--- src/rtl/flappy_pkg.sv ---
`default_nettype none
// ==== flappy_pkg : shared state encoding, timing defaults and speed helper (rev 1.0) ====
package flappy_pkg;

  typedef enum logic [2:0] {
    ST_IDLE      = 3'd0,
    ST_COUNTDOWN = 3'd1,
    ST_PLAY      = 3'd2,
    ST_PAUSE     = 3'd3,
    ST_DYING     = 3'd4,
    ST_OVER      = 3'd5
  } state_t;

  localparam int CD_TICKS_DEF   = 10;
  localparam int OVER_HOLD_DEF  = 20;
  localparam int SPEED_STEP_DEF = 10;

  // Threshold compares instead of a divide: level = min(score / step, 3).
  function automatic logic [1:0] speed_level(input logic [15:0] score, input int step);
    int s;
    s = int'(score);
    if (s >= 3 * step)      return 2'd3;
    else if (s >= 2 * step) return 2'd2;
    else if (s >= step)     return 2'd1;
    else                    return 2'd0;
  endfunction

endpackage
`default_nettype wire

--- src/rtl/btn_edge.sv ---
`default_nettype none
// ==== btn_edge : rising-edge detector for a debounced button level (rev 1.0) ====
module btn_edge (
  input  logic clk,
  input  logic rst,
  input  logic btn,
  output logic rise
);

  logic prev;
  logic armed;

  // armed stays low until the button is seen released, so a press held
  // through reset release is not mistaken for a new press.
  always_ff @(posedge clk or negedge rst) begin
    if (!rst) begin
      prev  <= 1'b0;
      armed <= 1'b0;
    end else begin
      prev  <= btn;
      armed <= armed | ~btn;
    end
  end

  assign rise = btn & ~prev & armed;

endmodule
`default_nettype wire

--- src/rtl/game_sequencer.sv ---
`default_nettype none
// ==== game_sequencer : game-flow FSM (countdown, play, pause, dying, over) (rev 1.0) ====
module game_sequencer
  import flappy_pkg::*;
#(
  parameter int CD_TICKS   = CD_TICKS_DEF,
  parameter int OVER_HOLD  = OVER_HOLD_DEF,
  parameter int SPEED_STEP = SPEED_STEP_DEF
) (
  input  logic        clk_100ms,
  input  logic        rst,
  input  logic        start_btn,
  input  logic        pause_btn,
  input  logic        mode,
  input  logic        fail,
  input  logic [15:0] score,
  output logic [2:0]  state,
  output logic        core_rst_n,
  output logic        step_en,
  output logic [1:0]  countdown,
  output logic        two_player,
  output logic [1:0]  speed,
  output logic [15:0] high_score,
  output logic        new_record
);

  localparam logic [7:0] CD_LAST   = 8'(CD_TICKS - 1);
  localparam logic [7:0] HOLD_LAST = 8'(OVER_HOLD - 1);

  state_t      state_q, state_d;
  logic [7:0]  tick_q, tick_d;
  logic [1:0]  cd_d;
  logic [1:0]  speed_d;
  logic        record_d;
  logic        start_rise, pause_rise;

  btn_edge u_start_edge (.clk(clk_100ms), .rst(rst), .btn(start_btn), .rise(start_rise));
  btn_edge u_pause_edge (.clk(clk_100ms), .rst(rst), .btn(pause_btn), .rise(pause_rise));

  always_ff @(posedge clk_100ms or negedge rst) begin
    if (!rst) state_q <= ST_IDLE;
    else      state_q <= state_d;
  end

  // Tick counter falls back to 0 unless the current state keeps counting.
  always_comb begin
    state_d  = state_q;
    tick_d   = 8'd0;
    cd_d     = 2'd0;
    record_d = 1'b0;
    case (state_q)
      ST_IDLE: begin
        if (start_rise) begin
          state_d = ST_COUNTDOWN;
          cd_d    = 2'd3;
        end
      end
      ST_COUNTDOWN: begin
        if (tick_q == CD_LAST) begin
          if (countdown == 2'd1) state_d = ST_PLAY;
          else                   cd_d    = countdown - 2'd1;
        end else begin
          tick_d = tick_q + 8'd1;
          cd_d   = countdown;
        end
      end
      ST_PLAY: begin
        if (fail) begin
          state_d  = ST_DYING;
          record_d = (score > high_score);
        end else if (pause_rise) begin
          state_d = ST_PAUSE;
        end
      end
      ST_PAUSE: begin
        if (pause_rise) state_d = ST_PLAY;
      end
      ST_DYING: begin
        if (tick_q == HOLD_LAST) state_d = ST_OVER;
        else                     tick_d  = tick_q + 8'd1;
      end
      ST_OVER: begin
        if (start_rise) state_d = ST_IDLE;
      end
      default: state_d = ST_IDLE;
    endcase

    case (state_d)
      ST_PLAY:            speed_d = speed_level(score, SPEED_STEP);
      ST_PAUSE, ST_DYING: speed_d = speed;
      default:            speed_d = 2'd0;
    endcase
  end

  always_ff @(posedge clk_100ms or negedge rst) begin
    if (!rst) begin
      tick_q     <= 8'd0;
      countdown  <= 2'd0;
      speed      <= 2'd0;
      step_en    <= 1'b0;
      core_rst_n <= 1'b0;
      two_player <= 1'b0;
      high_score <= 16'd0;
      new_record <= 1'b0;
    end else begin
      tick_q     <= tick_d;
      countdown  <= cd_d;
      speed      <= speed_d;
      step_en    <= (state_d == ST_PLAY) || (state_d == ST_DYING);
      core_rst_n <= (state_d != ST_IDLE);
      if (state_q == ST_IDLE && start_rise) begin
        two_player <= mode;
        new_record <= 1'b0;
      end
      if (record_d) begin
        high_score <= score;
        new_record <= 1'b1;
      end
    end
  end

  assign state = state_q;

endmodule
`default_nettype wire

--- config.mk ---
export PLATFORM = sky130hd
export DESIGN_NAME = game_sequencer
export DESIGN_NICKNAME = d
export VERILOG_FILES = /design/src/rtl/flappy_pkg.sv /design/src/rtl/btn_edge.sv /design/src/rtl/game_sequencer.sv
export SDC_FILE = /design/constraint.sdc
export NUM_CORES = 1
export LEC_CHECK = 0
export ABC_AREA = 1
export CORE_UTILIZATION = 40
export DETAILED_ROUTE_END_ITERATION = 6
export PLACE_DENSITY = 0.76
export SLEW_MARGIN = 20
export SYNTH_ARGS = -nofsm -noshare
export SYNTH_HDL_FRONTEND = slang
export SYNTH_SLANG_ARGS = --single-unit
--- constraint.sdc ---
create_clock -name clk_100ms -period 2.12 [get_ports clk_100ms]
set_input_delay 0.424 -clock clk_100ms [delete_from_list [all_inputs] [get_ports clk_100ms]]
set_output_delay 0.424 -clock clk_100ms [all_outputs]
set_load 0.02 [all_outputs]
Yosys cells after proc, flatten, opt, wreduce, memory -nomap -nowiden
Index checks and enable logic that the tools add are counted.
W data, S select, Z words.
{"block": "totals", "regBits": 39, "latchBits": 0, "mem_bits_rw": 0, "mem_bits_ro": 0, "output_inout_bits": 27, "elab_cells": 71, "memories": 0}
{"block": "classes", "add_sub_neg": 2, "n_mul": 0, "div": 0, "order_cmp": 4, "n_eq_ne": 12, "n_shift": 0, "n_mux": 24, "bitwise_logic": 10, "reduce_logical": 6}
{"cell": "$ge A16 B5 Y1 const B", "count": 2}
{"cell": "$mux W3", "count": 8}
{"cell": "$pmux W3 S6", "count": 1}
{"cell": "$ge A16 B4 Y1 const B", "count": 1}
{"cell": "$gt A16 B16 Y1", "count": 1}
{"cell": "$mux W8", "count": 2}
{"cell": "$pmux W8 S2", "count": 1}
{"cell": "$eq A3 B2 Y1 const B", "count": 4}
{"cell": "$mux W2", "count": 5}
{"cell": "$eq A3 B3 Y1 const B", "count": 3}
{"cell": "$add A8 B1 Y8 const B", "count": 1}
{"cell": "$eq A8 B4 Y1 const B", "count": 1}
{"cell": "$eq A8 B5 Y1 const B", "count": 1}
{"cell": "$pmux W2 S2", "count": 2}
{"cell": "$mux W1", "count": 5}
{"cell": "$and A1 B1 Y1", "count": 4}
{"cell": "$not A1 Y1", "count": 4}
{"cell": "$eq A3 B1 Y1 const B", "count": 1}
{"cell": "$logic_not A3 Y1", "count": 1}
{"cell": "$reduce_bool A3 Y1", "count": 1}
{"cell": "$eq A2 B1 Y1 const B", "count": 1}
{"cell": "$ne A2 B2 Y1 const B", "count": 1}
{"cell": "$or A1 B1 Y1", "count": 2}
{"cell": "$reduce_bool A2 Y1", "count": 1}
{"cell": "4 further kinds", "count": 4}

Logic depth before layout (Yosys ltp)
{"block": "depth", "word_depth": 9, "depth_mapped": 13}

Hierarchy
Synthesis repeated with hierarchy kept, for this count alone.
{"block": "hier_totals", "hier_cells": 289, "hier_area_um2": 2331.0}
{"module": "game_sequencer", "instances": 1, "cells_per_inst": 277, "area_each_um2": 2195.9, "seq_area_each_um2": 875.8}
{"module": "btn_edge", "instances": 2, "cells_per_inst": 6, "area_each_um2": 67.6, "seq_area_each_um2": 50.0}

Least setup slack after synthesis
OpenSTA, ideal clock, no wires.
{"block": "synth_timing", "path_kind": "register -> register", "startpoint": "register high_score[15]", "endpoint": "register high_score[0]", "setup_time_ps": 117, "t_arrival_ps": 1660, "path_slack_ps": 343, "stages_incl_launch_ff": 13, "n_path_buf": 1, "path_cell_list": "dfrtp_1 inv_1 ha_1 nand2_1 nor2_1 nand4_1 inv_2 nand2_1 nand2_2 nand2_4 buf_6 nand2_1 nand2_1"}
{"block": "synth_via", "elab_chain_cells": 3}
{"element": "start, declared", "line": "game_sequencer.sv:23", "rtl": "output logic [15:0] high_score,"}
{"element": "start signal, assigned", "line": "game_sequencer.sv:116", "rtl": "high_score <= score;"}
{"element": "$gt A16 B16 Y1", "line": "game_sequencer.sv:70", "rtl": "record_d = (score > high_score);"}
{"element": "$mux W1", "line": "game_sequencer.sv:68", "rtl": "if (fail) begin"}
{"element": "$mux W1", "line": "game_sequencer.sv:51", "rtl": "case (state_q)"}
Every way passes these cells.
A chain may end at the register's enable or synchronous reset.

Worst setup path in the final report
{"block": "layout_timing", "startpoint": "input port score[15]", "endpoint": "register high_score[13]"}
{"block": "layout_via", "elab_chain_cells": 3}
{"element": "start, declared", "line": "game_sequencer.sv:16", "rtl": "input logic [15:0] score,"}
{"element": "$gt A16 B16 Y1", "line": "game_sequencer.sv:70"}
{"element": "$mux W1", "line": "game_sequencer.sv:68"}
{"element": "$mux W1", "line": "game_sequencer.sv:51"}
Every way passes these cells.

==> run summary <==
max-cap viol count -> 0
pin count of the biggest net entering global routing -> 22
Worst Setup Path Type -> in -> reg
RSZ-0062 raised after global routing -> false
FF/Latch Area -> 975.9 µm²
Initial DRC Count -> 103
maximum fanout along the worst path -> 17
crit-path max cell delay -> 0.42 ns
setup violators final -> 0
Final HPWL DP -> 3.910 mm
Worst-Skew Late Latency -> 0.29 ns
synth cell count leaders -> nand2_1 (68), dfrtp_1 (39), inv_1 (35)
critical path capture point type -> register
FFs w/ async S/R, synth -> 100.0%
Netlist cell types -> 30
Mean Syn Cell Area -> 8.188 µm²
hold_buf cts -> 0
antenna violations before repair -> 0
number of clock sinks -> 39
Final ANT Viol Nets -> 0
total routed wirelength -> 4.897 mm
Data required, critical path -> 2.30 ns
LEAKAGE -> 1.473 nW
Syn. warnings -> 0
Mapped Area -> 2243 µm²
Avg Vias per Cell -> 4.830
Pwr Density -> 1077 nW/µm²
WL per Instance -> 11.72 µm
Worst-Margin Slew -> 0.4627 ns
first-pass GRT wire length -> 8.438 mm
Post CTS Setup Buffer Count -> 0
outcome -> finished, final reports clean
most frequent CP cell -> nand2_1
Arrival @ worst endpoint -> 2.06 ns
row cnt -> 26
R2R Path End -> high_score[13]
Startpoint Class -> input port
CORE AREA -> 5238 µm²
dpl cell area -> 2938 µm²
Yosys top cell area share -> 43.50%
Period minus WS final -> 1.877 ns
total power -> 0.003308 W
total vias in the final route -> 2019
WHS -> 0.07623 ns
sequential area share after synthesis -> 43.50%
Final nets -> 388
root buf cell -> clkbuf_8
Fill cells -> 473
global route overflow -> 0
clock skew -> 0.008733 ns
Multi-input gate area -> 1099 µm²
Top Ports -> 49
Worst-path clk slew -> 0.08 ns
Reg-to-Reg Start -> high_score[13]
Max Fclk -> 0.5328 GHz
Critical Path Slowest Stage Cell -> clkdlybuf4s50_1
final hold violation count -> 0
post-cts sizing count -> 0
number of global-route vias before repair -> 1948
EDFF count, synth -> 0
area leader, netlist -> dfrtp_1
gpl congestion -> 0.8487
die area -> 5912 µm²
Area contributors post-synth -> dfrtp_1 (44%), nand2_1 (11%), ha_1 (11%), inv_1 (5.9%), nand3_1 (5.8%)
CTS tree -> done
Hold Path Class -> in -> async
share of layout cells above drive strength 1 -> 13.22%
Mapped Cells -> 274
DRC Markers -> 0
Seq cells post-synth -> 39
Peak VDD IR -> 0.4246 mV
post-route cell area -> 3070 µm²
Crit. Startpoint -> score[15]
PortBufs -> 48
H-tree depth -> 2
die width -> 76.89 µm
Max Buffers Root-to-Sink -> 2
most common cell in the netlist -> nand2_1
Slew Limit Fails -> 0
Worst Setup EP -> high_score[13]
Tcrit/Tclk final -> 88.53%
syn_nets -> 315
Worst R2R Path Depth -> 11
Starting Density -> 42.83%
antenna cell count -> 0
normalized max-slew margin -> 69.15%
Pre-antenna DRT Iters -> 4
R2R setup slack -> 0.38 ns
Overall Global Routing Usage -> 17.83%
worst path cell trace -> clkdlybuf4s50_1 > ha_1 > nand2_1 > nor2_1 > nand4_1 > inv_2 > nand2_1 > nand2_2 > nand2_4 > nand2_1 > nand2_1
total CTS buffers -> 5
Synth-to-Final Area Change -> 36.87%
ys flop type -> dfrtp_1
Die H -> 76.89 µm
## layer usage
layer,up-vias,track usage (%),share of wire [%]
met5,-,0,0
met2,46,29.91,47
met3,7,4.048,4.9
met1,931,22.57,47
met4,0,5.769,0.94
li1,1035,-,-
## worst min-delay path by stage
stage / from / endpoint / slack [ns] / cells after the start
after floorplan: rst / core_rst_n / 0.13 / 0
after global placement: rst / tick_q[5] / 0.40 / 1
after detailed placement: rst / tick_q[5] / 0.40 / 1
after CTS: rst / state[2] / 0.09 / 1
after global routing: rst / state[0] / 0.11 / 1
final: rst / tick_q[1] / 0.08 / 1
## power by group
part	switching, W	internal [W]
sequential	0.000192	0.000941
clock	0.000257	0.000470
combinational	0.000806	0.000642
total	0.00126	0.00205
## critical path: cells and delay by family
| kind | cells | cell delay [ns] |
|---|---|---|
| buffers and inverters | 2 | 0.51 |
| and+or+nand+nor | 8 | 0.82 |
| adders and majority gates | 1 | 0.30 |
## kinds of logic (layout without fill, tap and decap cells)
kind of cell	Yosys count	count (layout)	share of synthesized area (%)
buf+inv	41	115	7.529
compound gates	27	27	7.362
fa+ha+maj	19	19	10.60
mux	1	1	0.5019
xor+xnor	4	4	1.562
flops	39	39	43.50
simple gates	143	143	28.94
## state kept, by name, summed over array words and instances (netlist names)
signal	flops
u_start_edge.prev	1
speed	2
state	3
u_start_edge.armed	1
u_pause_edge.prev	1
tick_q	8
high_score	16
new_record	1
step_en	1
core_rst_n	1
two_player	1
countdown	2
u_pause_edge.armed	1
## final cells by class
type | count | share of cell area [%]
multi-input cells | 194 | 35.78
flip-flops and latches | 39 | 31.78
repair buffers | 69 | 20.62
inverters | 38 | 4.645
well taps | 70 | 2.852
clock buffers | 6 | 2.363
clock inverters | 2 | 1.956
## cells in the final DEF (no fill, tap or decap), drive strengths merged
master and count:
mux2 1, nor3 3, xnor2 1, xor2 3, nand3 29, nand2 71, nor4 4, bufinv 2
nand4 5, nor3b 1, a21oi 13, o21ai 10, clkdlybuf4s50 47, dfrtp 39, clkbuf 6, ha 19
buf 22, inv 38, o21a 2, a31oi 2, nor2 30
## per-stage QoR
step	TNS [ns]	worst slack [ns]	utilization [%]	std cells
finish	0	0.2433	58.62	418
global route	0	0.1665	58.62	418
CTS	0	0.2562	58.62	418
detailed placement	-0.8061	-0.07088	56.09	410
global placement	0	0.01781	56.09	410
floorplan	0	0.3429	-	274
Note: power is estimated with default switching activity, not from simulation.
